## src/rtl/irq_pkg.sv

```systemverilog
// Shared types and register map for the interrupt controller.
package irq_pkg;

  typedef enum logic [1:0] {
    IDLE  = 2'd0,
    REQ   = 2'd1,
    ACKED = 2'd2
  } irq_state_t;

  localparam int IRQ_LEVEL_W = 2;
  localparam int IRQ_VEC_W   = 4;
  localparam int MAX_SRC     = 16;

  localparam logic [2:0] PRIO0    = 3'd0;
  localparam logic [2:0] PRIO1    = 3'd1;
  localparam logic [2:0] PRIO2    = 3'd2;
  localparam logic [2:0] PRIO3    = 3'd3;
  localparam logic [2:0] ENABLE_L = 3'd4;
  localparam logic [2:0] ENABLE_H = 3'd5;
  localparam logic [2:0] FLAG_L   = 3'd6;
  localparam logic [2:0] FLAG_H   = 3'd7;

endpackage

```

## src/rtl/irq_priority_select.sv

```systemverilog
// Combinational winner selection: highest priority among pending, enabled sources;
// ties resolve to the lowest index because only a strictly higher level replaces the winner.
module irq_priority_select
  import irq_pkg::*;
#(
  parameter int NUM_SRC = 16
) (
  input  logic [NUM_SRC-1:0]     flags,
  input  logic [NUM_SRC-1:0]     enable,
  input  logic [2*NUM_SRC-1:0]   prio,
  output logic                   valid,
  output logic [IRQ_VEC_W-1:0]   index,
  output logic [IRQ_LEVEL_W-1:0] level
);

  always_comb begin
    valid = 1'b0;
    index = '0;
    level = '0;
    // level starts at 0, so a prio of 0 (off) can never win
    for (int i = 0; i < NUM_SRC; i++) begin
      if (flags[i] && enable[i] && (prio[2*i +: IRQ_LEVEL_W] > level)) begin
        valid = 1'b1;
        index = IRQ_VEC_W'(i);
        level = prio[2*i +: IRQ_LEVEL_W];
      end
    end
  end

endmodule

```

## src/rtl/irq_controller.sv

```systemverilog
// Interrupt controller: edge-detected flags, enable/priority registers on the bus,
// and a req/ack handshake offering one vector at a time to the CPU.
module irq_controller
  import irq_pkg::*;
#(
  parameter int          NUM_SRC   = 16,
  parameter logic [23:0] BASE_ADDR = 24'h2020
) (
  input  logic                   clk,
  input  logic                   reset_n,
  input  logic                   bus_write,
  input  logic                   bus_read,
  input  logic [23:0]            bus_address_in,
  input  logic [7:0]             bus_data_in,
  output logic [7:0]             bus_data_out,
  input  logic [NUM_SRC-1:0]     irq_src,
  input  logic [1:0]             cpu_mask_level,
  input  logic                   cpu_irq_ack,
  output logic                   cpu_irq_req,
  output logic [IRQ_VEC_W-1:0]   cpu_irq_vector,
  output logic [IRQ_LEVEL_W-1:0] cpu_irq_level
);

  localparam logic [MAX_SRC-1:0]   SRC_MASK  = 16'((33'd1 << NUM_SRC) - 33'd1);
  localparam logic [2*MAX_SRC-1:0] PRIO_MASK = 32'((65'd1 << (2*NUM_SRC)) - 65'd1);

  logic [2*MAX_SRC-1:0] prio_q;
  logic [MAX_SRC-1:0]   enable_q;
  logic [MAX_SRC-1:0]   flag_q;
  logic [NUM_SRC-1:0]   src_prev_q;
  logic                 armed_q;

  logic [23:0]          offs;
  logic                 hit;
  logic [2:0]           reg_sel;
  logic                 wr_en;
  logic [MAX_SRC-1:0]   flag_clr;
  logic [MAX_SRC-1:0]   rise;
  logic                 bus_read_unused;

  irq_state_t             state_q;
  logic [IRQ_VEC_W-1:0]   vec_q;
  logic [IRQ_LEVEL_W-1:0] lvl_q;
  logic                   win_valid;
  logic [IRQ_VEC_W-1:0]   win_idx;
  logic [IRQ_LEVEL_W-1:0] win_lvl;
  logic                   still_pending;

  // Reads have no side effects, so the strobe carries no information here.
  assign bus_read_unused = bus_read;

  assign offs    = bus_address_in - BASE_ADDR;
  assign hit     = (offs[23:3] == '0);
  assign reg_sel = offs[2:0];
  assign wr_en   = bus_write & hit;

  // armed_q keeps a line that is already high at reset release from looking like an edge
  assign rise = 16'(irq_src & ~src_prev_q) & {MAX_SRC{armed_q}};

  always_comb begin
    flag_clr = '0;
    if (wr_en && reg_sel == FLAG_L) flag_clr[7:0]  = bus_data_in;
    if (wr_en && reg_sel == FLAG_H) flag_clr[15:8] = bus_data_in;
  end

  always_ff @(posedge clk or negedge reset_n) begin
    if (!reset_n) begin
      prio_q     <= '0;
      enable_q   <= '0;
      flag_q     <= '0;
      src_prev_q <= '0;
      armed_q    <= 1'b0;
    end else begin
      armed_q    <= 1'b1;
      src_prev_q <= irq_src;
      // a new edge beats a same-cycle write-1-clear
      flag_q     <= ((flag_q & ~flag_clr) | rise) & SRC_MASK;
      if (wr_en) begin
        case (reg_sel)
          PRIO0, PRIO1, PRIO2, PRIO3:
            prio_q[{reg_sel[1:0], 3'b000} +: 8] <=
              bus_data_in & PRIO_MASK[{reg_sel[1:0], 3'b000} +: 8];
          ENABLE_L: enable_q[7:0]  <= bus_data_in & SRC_MASK[7:0];
          ENABLE_H: enable_q[15:8] <= bus_data_in & SRC_MASK[15:8];
          default: ;
        endcase
      end
    end
  end

  always_comb begin
    bus_data_out = 8'h00;
    if (hit) begin
      case (reg_sel)
        PRIO0, PRIO1, PRIO2, PRIO3: bus_data_out = prio_q[{reg_sel[1:0], 3'b000} +: 8];
        ENABLE_L: bus_data_out = enable_q[7:0];
        ENABLE_H: bus_data_out = enable_q[15:8];
        FLAG_L:   bus_data_out = flag_q[7:0];
        FLAG_H:   bus_data_out = flag_q[15:8];
        default:  bus_data_out = 8'h00;
      endcase
    end
  end

  irq_priority_select #(.NUM_SRC(NUM_SRC)) u_select (
    .flags  (flag_q[NUM_SRC-1:0]),
    .enable (enable_q[NUM_SRC-1:0]),
    .prio   (prio_q[2*NUM_SRC-1:0]),
    .valid  (win_valid),
    .index  (win_idx),
    .level  (win_lvl)
  );

  assign still_pending = flag_q[vec_q] & enable_q[vec_q] & (prio_q[{vec_q, 1'b0} +: 2] != '0);

  always_ff @(posedge clk or negedge reset_n) begin
    if (!reset_n) begin
      state_q <= IDLE;
      vec_q   <= '0;
      lvl_q   <= '0;
    end else begin
      case (state_q)
        IDLE: begin
          if (win_valid && (win_lvl > cpu_mask_level)) begin
            state_q <= REQ;
            vec_q   <= win_idx;
            lvl_q   <= win_lvl;
          end
        end
        // ack takes precedence over a withdraw in the same cycle
        REQ: begin
          if (cpu_irq_ack)         state_q <= ACKED;
          else if (!still_pending) state_q <= IDLE;
        end
        ACKED:   state_q <= IDLE;
        default: state_q <= IDLE;
      endcase
    end
  end

  assign cpu_irq_req    = (state_q == REQ);
  assign cpu_irq_vector = vec_q;
  assign cpu_irq_level  = lvl_q;

endmodule

```

## config.mk

```make
export PLATFORM = sky130hd
export DESIGN_NAME = irq_controller
export DESIGN_NICKNAME = d
export VERILOG_FILES = /design/src/rtl/irq_pkg.sv /design/src/rtl/irq_priority_select.sv /design/src/rtl/irq_controller.sv
export SDC_FILE = /design/constraint.sdc
export NUM_CORES = 1
export LEC_CHECK = 0
export ABC_AREA = 1
export CORE_UTILIZATION = 31
export DETAILED_ROUTE_END_ITERATION = 10
export PLACE_DENSITY_LB_ADDON = 0.1
export SLEW_MARGIN = 15
export SYNTH_ARGS = -nofsm -noshare
export SYNTH_HDL_FRONTEND = slang
export SYNTH_HIERARCHICAL = 1
export SYNTH_SLANG_ARGS = --single-unit
export TNS_END_PERCENT = 100
```

## constraint.sdc

```tcl
create_clock -name clk -period 20.5 [get_ports clk]
set_clock_uncertainty 0.15 [all_clocks]
set_input_delay 6.15 -clock clk [delete_from_list [all_inputs] [get_ports clk]]
set_output_delay 6.15 -clock clk [all_outputs]
set_load 0.02 [all_outputs]
```

After elaboration in Yosys (flattened, before gate mapping)
Cells that the tools add are included.
{ "word_totals": {"regBits": 89, "n_memories": 0, "out_inout_bits": 15, "rom_bits": 0, "wordCells": 159, "latch_bits": 0, "ram_bits": 0} }
{ "op_classes": {"n_eq_ne": 10, "order_cmp": 18, "reduce_logical": 45, "n_mux": 60, "n_bitwise": 10, "n_mul": 0, "addsub": 2, "n_div": 0, "shifts": 5} }
{ "op_table": {"columns": ["cell", "n"], "rows": [
  ["bitwise AND 16 bit", 3],
  ["two-way mux 2 bit", 21],
  ["case mux 8 bit (5 select lines)", 1],
  ["logical AND 1 bit", 35],
  ["bitwise mux 32 bit", 1],
  ["> comparator 2 bit", 16],
  ["two-way mux 4 bit", 8],
  ["inverter 16 bit", 2],
  ["variable shift 8 x 7 -> 32 bit (first input constant)", 1],
  ["variable part select 32 x 6 -> 2 bit", 1],
  ["variable part select 32 x 6 -> 8 bit", 1],
  ["variable part select 32 x 6 -> 8 bit (first input constant)", 1],
  ["variable part select 8 x 7 -> 32 bit", 1],
  ["two-way mux 8 bit", 3],
  ["subtractor 24 x 14 -> 24 bit (second input constant)", 1],
  ["zero test 21 bit", 1],
  ["two-way mux 1 bit", 19],
  ["bitwise OR 16 bit", 1],
  ["equality test 3 bit (second input constant)", 4],
  ["two-way mux 3 bit", 4],
  ["AND reduction 2 bit", 5],
  ["bitwise AND 8 bit", 1],
  ["binary-select mux 1 bit (select 4 bit)", 2],
  ["negation 5 -> 7 bit", 1],
  ["13 further kinds", 16]
]} }

Depth between registers and ports, before layout
{ "depth": {"ltp_word": 52, "ltp_mapped": 115, "depth_no_buf": 114} }

Cells and area by module
The synthesis kept the hierarchy.
{ "by_module_without_submodules": {"columns": ["module", "area_each_um2", "instances", "cells_each"], "rows": [
  ["irq_controller", 5143.7, 1, 675],
  ["irq_priority_select", 1338.8, 1, 251]
]} }

Worst setup path before layout
Ideal clock, no wire load.
{ "synth_timing": {"path_kind": "in2out", "startpoint": "input port bus_address_in[0]", "endpoint": "output port bus_data_out[1]", "required_ns": 14.200, "arrival_ns": 8.366, "cell_stages": 9, "path_slack_ns": 5.834, "path_cell_list": "clkbuf_1 > clkinv_1 > clkbuf_1 > ha_1 > nand2_1 > clkinv_1 > nor4_2 > nand3_1 > a21oi_1"} }
{ "synth_via": {"elab_chain_cells": 5, "elab_cells_between_ends": 14, "classes_between": "add/sub (1); eq/ne (7); shift (1); mux (2); reduce/logical (3)"} }
{ "synth_lines": {"columns": ["element", "line", "text"], "rows": [
  ["start: declaration", "irq_controller.sv:13", "input logic [23:0] bus_address_in,"],
  ["subtractor 24 x 14 -> 24 bit (*)", "irq_controller.sv:52", "assign offs = bus_address_in - BASE_ADDR;"],
  ["branches (longest 3 deep; another with variable part select 32 x 6 -> 8 bit)", null, null],
  ["two-way mux 8 bit (*)", "irq_controller.sv:93", "if (hit) begin"],
  ["end: declaration", "irq_controller.sv:15", "output logic [7:0] bus_data_out,"]
]} }
Mark *: on every way between the ends.

Worst setup path after layout
{ "layout_timing": {"startpoint": "input port bus_address_in[0]", "endpoint": "output port bus_data_out[2]"} }
The elaborated chain is that of the path after synthesis.

==> results.ini <==
[detailed_routing]
via_count = 6204
via_per_inst = 4.94
wl_per_cell_um = 17.1
drt-total-wl_um = 21500
drt-initial-drc-count = 381
first_pass_iters = 6
drc = 0
drtAntennaViolNets = 0

[worst_hold_path]
hold_end = state_q[1]
whs_path_depth = 1
holdCritStartpoint = state_q[1]
hp-class = reg2reg

[logic_synthesis]
synth_area_um2 = 6480
synthFlopType = dfrtp_1
seq_area_frac_synth_pct = 34.4
synth_edf_count = 0
avgSynthCellArea_um2 = 7.00
synth.distinct_cells = 48
postSynth.asyncResetShare_pct = 100
syn_inst = 926
synth-seq-cells = 89
synth_fp_nets = 1005
yosys_warnings = 6

[global_routing]
antenna_found_initial = 0
gr-usage-met1_pct = 30.2
met2_usage_pct = 31.4
grt_pass1_vias = 5891
grt_use_total_pct = 20.8
gr-total-overflow = 0
use_met3_pct = 3.84
grt_max_degree = 58
grt.busiest_layer = met2
grt_pass1_wl_um = 33700

[clock_tree]
ctsResizeCount = 0
post_cts.repair.setup_buffers = 0
insertion_delay_ps = 360
numCtsBuffers = 9
cts_tree = built
clockRootBuffer = clkbuf_16
clk_pin_slew_ps = 70
cts_hold_buffers = 0
clkSinkCount = 89
clock_path_buffers = 2
htreeDepth = 3

[placed_design]
dpl.hpwl_um = 17000
gp_congestion = 0.963
dp.cells = 1240
io_buffers = 68

[sta]
hold_viol_final = 0
finalCritPeriodShare_pct = 82.4
fin_crit_ps = 16900
slew_viol_final = 0
fin_tns_setup_ps = 0
tightest_slew_ps = 1130
relSlewSlack_pct = 24.5
clock.fmax_mhz = 59.2
rsz0062_at_grt = false
finalSetupViolations = 0

[finish]
fin_cells = 1256
area_growth_pct = 18.7
n_fill_cell = 2203
final_nets = 1060
fin_util_pct = 37.8
layout-drive-gt1-share_pct = 7.91
n_antenna_cell = 0

[worst_setup_path]
reg2reg_to = cpu_irq_level[1]
critPathCaptureType = primary output
worstPathArrival_ps = 10600
rr_worst_depth = 109
crit_required_ps = 14200
crit_type = in2out
cp-start-kind = input port
reg2reg_from = flag_q[0]
crit_fanout = 27
r2r_setup_slack_ps = 3970

[job]
cap_viol_max_count = 0

[floorplan]
die_y_um = 147
initial_core_util_pct = 31.8
fp.coreArea_um2 = 20400
die_w_um = 147
io_pins = 70
row_count = 52
die-area_um2 = 21500

[power_and_ir_drop]
power.leakage_nw = 3.72
pwr_density_cell_nw_per_um2 = 52.2
max-vdd-ir-drop_mv = 0.0410

[status]
status = complete, no violations

[cells in the mapped netlist, types with 2 or more instances]
cell type / instances / area (µm²)
nor2_4: 6 / 67.6
clkbuf_1: 15 / 56.3
or2_2: 2 / 12.5
o21ai_2: 2 / 17.5
a221oi_1: 6 / 52.6
buf_6: 5 / 56.3
o211ai_1: 5 / 37.5
nand3_2: 10 / 100
nand4_4: 4 / 85.1
nor4_1: 2 / 12.5
nor2_2: 6 / 37.5
and2_1: 7 / 43.8
buf_2: 5 / 25.0
mux2_2: 2 / 22.5
dfrtp_1: 89 / 2230
nand4_1: 24 / 150
nor3_1: 11 / 55.1
nand3_1: 129 / 646
o2111ai_1: 13 / 114
a31oi_1: 2 / 12.5
a22o_1: 6 / 52.6
o21ai_1: 4 / 20.0
and3_1: 2 / 12.5
nand3b_1: 17 / 128
ha_1: 24 / 300
nand2_2: 12 / 75.1
clkinv_1: 9 / 33.8
nor2_1: 66 / 248
a21oi_1: 17 / 85.1
nand2_1: 310 / 1160
inv_2: 5 / 18.8
inv_1: 84 / 315
a21oi_2: 3 / 26.3
o21ai_0: 7 / 35.0
o22ai_1: 2 / 12.5
[registers in the layout, indices dropped and copies added (netlist names)]
name,flops
state_q,2
armed_q,1
prio_q,32
src_prev_q,16
cpu_irq_vector,4
flag_q,16
enable_q,16
cpu_irq_level,2
[power breakdown]
part           leakage (nW)  internal, mW  switching [mW]
Combinational          2.46        0.0160          0.0276
Sequential             1.11         0.177        0.000899
Clock                 0.154        0.0984          0.0812
[worst max path at each step]
stage                       from                 to  depth (start not counted)
6_report       bus_address_in[0]    bus_data_out[2]                         10
5_1_grt                flag_q[0]  cpu_irq_vector[3]                        110
4_1_cts        bus_address_in[0]    bus_data_out[2]                         10
3_5_place_dp   bus_address_in[0]    bus_data_out[2]                         10
3_3_place_gp   bus_address_in[0]    bus_data_out[2]                         10
2_1_floorplan  bus_address_in[0]    bus_data_out[1]                          9
[placed cells by master (no fill, tap or decap), types with 7 or more instances in the layout]
cell type,instances
nor2_1,66
clkdlybuf4s50_1,67
o21ai_0,7
inv_1,84
clkinv_1,9
nand3b_1,17
nand3_1,129
nor3_1,11
ha_1,24
o2111ai_1,13
nand2_2,12
clkbuf_16,9
nand2_1,310
a21oi_1,17
dfrtp_1,89
nand4_1,24
nand3_2,10
and2_1,7
[logic make-up (layout without fill, tap and decap cells)]
group | Yosys count | count (layout) | synth area share, %
simple gates | 611 | 611 | 44.2
buf+inv | 126 | 186 | 8.05
flops | 89 | 89 | 34.4
compound gates | 72 | 72 | 8.16
fa+ha+maj | 25 | 25 | 4.79
mux | 2 | 2 | 0.347
other cells | 1 | 1 | 0.0578
[per-layer routing]
metal | up-vias | wire length, µm
li1 | 3195 | -
met1 | 2833 | 10800
met2 | 155 | 9370
met3 | 21 | 1030
met4 | 0 | 357
met5 | - | 0
[layout make-up]
type	count	area [µm²]	area share (%)
clock inverter	7	96.3	1.25
timing repair buffer	71	701	9.11
sequential	89	2230	28.9
clock buffer	9	225	2.93
tap	270	338	4.39
multi-input combinational	711	3730	48.5
inverter	99	373	4.85
[per-stage QoR]
stage | setup WS, ps | total power [mW] | hold WS, ps | cell area (µm²)
floorplan | 5830 | 0.201 | 282 | 6480
global placement | 3660 | 0.225 | 313 | 7370
detailed placement | 3710 | 0.225 | 311 | 7370
CTS | 3690 | 0.405 | 321 | 7690
global route | 2240 | 0.416 | 352 | 7690
finish | 3600 | 0.401 | 324 | 7690
[worst max-delay path, cell delays in order]
cell and delay [ps]:
clkdlybuf4s50_1 450, buf_4 290, clkinv_1 550, ha_1 590, nand2_1 130, clkinv_1 440
nor4_2 790, nand3_1 240, a21oi_1 290, clkdlybuf4s50_1 660
Note: power is estimated with default switching activity, not from simulation.
